===== config.mk =====
export PLATFORM = sky130hd
export DESIGN_NAME = system_memory_v5
export DESIGN_NICKNAME = d
export VERILOG_FILES = /design/src/rtl/system_memory_v5.sv
export SDC_FILE = /design/constraint.sdc
export NUM_CORES = 1
export LEC_CHECK = 0
export CORE_MARGIN = 2
export CORE_UTILIZATION = 40
export DETAILED_ROUTE_END_ITERATION = 16
export PLACE_DENSITY = 0.76
export SLEW_MARGIN = 20
export SYNTH_ARGS = -nofsm -noshare
export SYNTH_HDL_FRONTEND = slang
export SYNTH_SLANG_ARGS = --single-unit

===== constraint.sdc =====
create_clock -name CLK -period 2.1 [get_ports CLK]
set_clock_uncertainty 0.15 [all_clocks]
set_input_delay 0.21 -clock CLK [delete_from_list [all_inputs] [get_ports CLK]]
set_output_delay 0.21 -clock CLK [all_outputs]
set_load 0.01 [all_outputs]

===== src/rtl/system_memory_v5.sv =====
// Grid state memory for the Conway core with a beat-counted, full-frame serial load/unload path.
// A readout rotates the frame, so after BEATS transfers the stored generation is back in place.
module system_memory_v5 #(
  parameter int DATA_SIZE = 64,
  parameter int LANES     = 1
) (
  input  logic                 CLK,
  input  logic                 RESET,
  input  logic [DATA_SIZE-1:0] GRID_IN,
  input  logic                 RUN_MODE,
  input  logic                 LOAD_START,
  input  logic                 OUTPUT_START,
  input  logic [LANES-1:0]     SERIAL_IN,
  input  logic                 SERIAL_IN_VALID,
  output logic                 SERIAL_IN_READY,
  output logic [LANES-1:0]     SERIAL_OUT,
  output logic                 SERIAL_OUT_VALID,
  input  logic                 SERIAL_OUT_READY,
  output logic [DATA_SIZE-1:0] SYSTEM_MEM_OUT,
  output logic                 BUSY,
  output logic                 LOAD_DONE,
  output logic                 OUTPUT_DONE
);

  localparam int BEATS = DATA_SIZE / LANES;
  localparam int CW    = $clog2(BEATS + 1);

  typedef enum logic [1:0] {
    ST_IDLE,
    ST_LOAD,
    ST_OUTPUT
  } state_t;

  state_t               state_reg, state_next;
  logic [DATA_SIZE-1:0] mem_reg, mem_next;
  logic [DATA_SIZE-1:0] load_shift, rot_shift;
  logic [CW-1:0]        cnt_reg, cnt_next;
  logic                 load_done_reg, load_done_next;
  logic                 output_done_reg, output_done_next;
  logic                 last_beat;

  // With a single beat per frame there is nothing left over to shift; the
  // beat replaces the whole frame and a rotation is the identity.
  generate
    if (LANES == DATA_SIZE) begin : g_full
      assign load_shift = SERIAL_IN;
      assign rot_shift  = mem_reg;
    end else begin : g_part
      assign load_shift = {mem_reg[DATA_SIZE-LANES-1:0], SERIAL_IN};
      assign rot_shift  = {mem_reg[DATA_SIZE-LANES-1:0], mem_reg[DATA_SIZE-1 -: LANES]};
    end
  endgenerate

  assign last_beat = (cnt_reg == CW'(BEATS - 1));

  always_ff @(posedge CLK) begin
    if (RESET) begin
      state_reg       <= ST_IDLE;
      mem_reg         <= '0;
      cnt_reg         <= '0;
      load_done_reg   <= 1'b0;
      output_done_reg <= 1'b0;
    end else begin
      state_reg       <= state_next;
      mem_reg         <= mem_next;
      cnt_reg         <= cnt_next;
      load_done_reg   <= load_done_next;
      output_done_reg <= output_done_next;
    end
  end

  always_comb begin
    state_next       = state_reg;
    mem_next         = mem_reg;
    cnt_next         = cnt_reg;
    load_done_next   = 1'b0;
    output_done_next = 1'b0;
    case (state_reg)
      ST_IDLE: begin
        // Capture wins over both serial commands; nothing is queued.
        if (RUN_MODE) begin
          mem_next = GRID_IN;
        end else if (LOAD_START) begin
          state_next = ST_LOAD;
          cnt_next   = '0;
        end else if (OUTPUT_START) begin
          state_next = ST_OUTPUT;
          cnt_next   = '0;
        end
      end
      ST_LOAD: begin
        if (SERIAL_IN_VALID) begin
          mem_next = load_shift;
          cnt_next = cnt_reg + CW'(1);
          if (last_beat) begin
            state_next     = ST_IDLE;
            load_done_next = 1'b1;
          end
        end
      end
      ST_OUTPUT: begin
        if (SERIAL_OUT_READY) begin
          mem_next = rot_shift;
          cnt_next = cnt_reg + CW'(1);
          if (last_beat) begin
            state_next       = ST_IDLE;
            output_done_next = 1'b1;
          end
        end
      end
      default: state_next = ST_IDLE;
    endcase
  end

  assign SERIAL_IN_READY  = (state_reg == ST_LOAD);
  assign SERIAL_OUT_VALID = (state_reg == ST_OUTPUT);
  assign BUSY             = (state_reg != ST_IDLE);
  assign SERIAL_OUT       = mem_reg[DATA_SIZE-1 -: LANES];
  assign SYSTEM_MEM_OUT   = mem_reg;
  assign LOAD_DONE        = load_done_reg;
  assign OUTPUT_DONE      = output_done_reg;

endmodule


==> results.toml <==
[power_and_ir_drop]
p_sw_frac = 0.368
vdd_drop_max_mv = 0.512
power.net_switching_mw = 2.38
p_comb_frac = 0.483
p_int_mw = 4.09
clockPowerShare = 0.171
power.density_nw_per_um2 = 1180
p_leak_nw = 2.01
seq_power_share = 0.346

[worst_setup_path]
path_class = "reg2out"
timing.rr.start = "state_reg[0]"
cp-startpoint = "state_reg[1]"
required_ns = 1.74
reg2reg_slack_ns = 0.06
endpoint = "SERIAL_IN_READY"
end_kind = "primary output"
crit_arrival_ns = 1.71
reg2reg_to = "cnt_reg[3]"
startpoint_type = "flop"
crit_fanout = 4
reg2reg_depth = 7

[min_path]
hp-start = "RESET"
hp-class = "in2reg"

[sta]
period_share = 0.984
setup_viol = 0
drv_slew = 0
tightest_slew_ns = 0.489
rsz0062_at_grt = "true"
hold_viol = 0
setup_tns_ns = 0
fmax_mhz = 484
min_period_ns = 2.07
slew_headroom = 0.671

[grt]
grt_use_total = 0.190
grt_util_met3 = 0.0418
grt_pass1_wl_mm = 15.2
grt_max_degree = 41
grt_overflow_total = 0
use_met2 = 0.317
gr-usage-met1 = 0.242
grt_busiest_layer = "met2"
antenna_found_initial = 0
grt_pass1_vias = 3294

[final_layout]
fin_nets = 641
antenna_cells = 0
drive_gt1_frac = 0.112
syn_to_final_growth_pct = 53.3
largest_reg_flops = 64
fin_cells = 677

[synth]
synth-edff-count = 0
syn_nets = 504
syn_inst = 427
synth_ff_type = "dfxtp_1"
ys_warn_count = 0
synth_area_sq_um = 3590
yosysSeqAreaShare = 0.418
synth_async_sr_flop_share = 0
avgSynthCellArea_sq_um = 8.41
synthDistinctLibCells = 32
ys_ff_latch = 75

[job]
maxCapViolations = 0

[clock_network]
cts_hold_buf = 0
clock_latency_ns = 0.35
clock-sinks = 75
cts.path.max_buffers = 2
path_clk_slew_ns = 0.08
cts_tree = "yes"
numCtsBuffers = 9
htree_levels = 3
root_buffer = "clkbuf_8"

[routing]
routed_wl_mm = 9.71
antenna_left = 0
via_per_inst = 5.24
vias = 3549
dr.pass1.iters = 4
drcViolationCount = 0
drt-initial-drc-count = 169
wl_per_cell_um = 14.3

[floorplan]
io_pins = 142
die_w_um = 98.8
core_sq_um = 8720
dieArea_sq_um = 9750
initial_core_util = 0.412
die_h_um = 98.8
rows = 34

[placement]
portBuffers = 141
place_inst = 657
hpwlAfterDp_mm = 6.67
place.gp.congestion = 0.898

[status]
status = "finished, final reports clean"
-- power by group through the flow --
stage,registers [mW],clock network (mW),logic (mW)
6_report,2.24,1.11,3.13
4_1_cts,2.23,1.13,2.98
2_1_floorplan,2.38,0,1.42
3_3_place_gp,2.25,0,2.92
3_5_place_dp,2.25,0,2.97
5_1_grt,2.30,1.19,3.41
-- through the flow --
| stage | worst slack (ns) | util | power (mW) | cell area (sq um) | hold WS [ns] |
|---|---|---|---|---|---|
| 2_1_floorplan | 0.193 | - | 3.80 | 3590 | 0.161 |
| 3_3_place_gp | 0.0648 | 0.591 | 5.16 | 5150 | 0.326 |
| 3_5_place_dp | 0.00172 | 0.591 | 5.22 | 5150 | 0.335 |
| 4_1_cts | 0.00989 | 0.614 | 6.34 | 5360 | 0.0854 |
| 5_1_grt | -0.0429 | 0.631 | 6.90 | 5500 | 0.112 |
| 6_report | 0.0339 | 0.631 | 6.47 | 5500 | 0.111 |
-- cell families after synthesis --
group	after synthesis	synth area share
AND/OR/NAND/NOR	150	0.209
buffers and inverters	43	0.0603
multiplexers	3	0.00836
AO/OA/AOI/OAI	151	0.286
flip-flops	75	0.418
adder cells (fa/ha/maj)	5	0.0174
-- Yosys cell counts, drive strengths merged, types with 3 or more instances --
master | n | share of area
dfxtp | 75 | 0.42
a21oi | 67 | 0.093
nor2 | 66 | 0.069
a211oi | 64 | 0.13
nor2b | 63 | 0.11
buf | 22 | 0.038
clkbuf | 17 | 0.018
nand2 | 9 | 0.0094
ha | 5 | 0.017
inv | 4 | 0.0042
a311oi | 3 | 0.0073
mux2i | 3 | 0.0084
nand3 | 3 | 0.0042
-- routing by layer --
metal | vias to the layer above | wire length (um)
met5 | - | 0
li1 | 1794 | -
met3 | 12 | 511
met2 | 109 | 4630
met1 | 1634 | 4430
met4 | 0 | 137
-- final cells by class --
type | instances | area (sq um)
clock buffer | 11 | 141
clock inverter | 5 | 52.6
fill | 754 | 3220
inverter | 4 | 15.0
multi-input combinational | 309 | 1980
sequential | 75 | 1500
tap | 108 | 135
timing repair buffer | 165 | 1680
-- how the worst min path moves through the flow --
| stage | end | slack [ns] | cells past startpoint |
|---|---|---|---|
| floorplan | state_reg[1] | 0.16 | 1 |
| global placement | cnt_reg[5] | 0.33 | 2 |
| detailed placement | cnt_reg[1] | 0.33 | 2 |
| CTS | cnt_reg[0] | 0.09 | 2 |
| global route | cnt_reg[0] | 0.11 | 2 |
| finish | cnt_reg[0] | 0.11 | 2 |
-- critical path, cell delays in order (launching register included) --
cell and delay [ns]:
dfxtp_1 0.34, inv_1 0.14, ha_1 0.21, buf_4 0.14
clkdlybuf4s50_1 0.54
-- placed cells by master (no fill, tap or decap), types with 3 or more instances in the layout --
master           count
nand3_1              3
clkbuf_8            10
buf_12               5
clkdlybuf4s50_1    140
dfxtp_1             74
inv_1                4
nand2_1              9
clkinv_2             3
nor2_1              66
buf_4               15
mux2i_1              3
ha_1                 4
nor2b_1             63
a21oi_1             67
buf_6                3
a211oi_2            11
a211oi_1            53
-- repair_timing --
item	CTS	global route
buffers inserted	1	2
cloned	0	1
resized for setup	1	22
pin swaps	1	9
endpoints found under the setup margin	1	64
(Power assumes the default switching activity.)
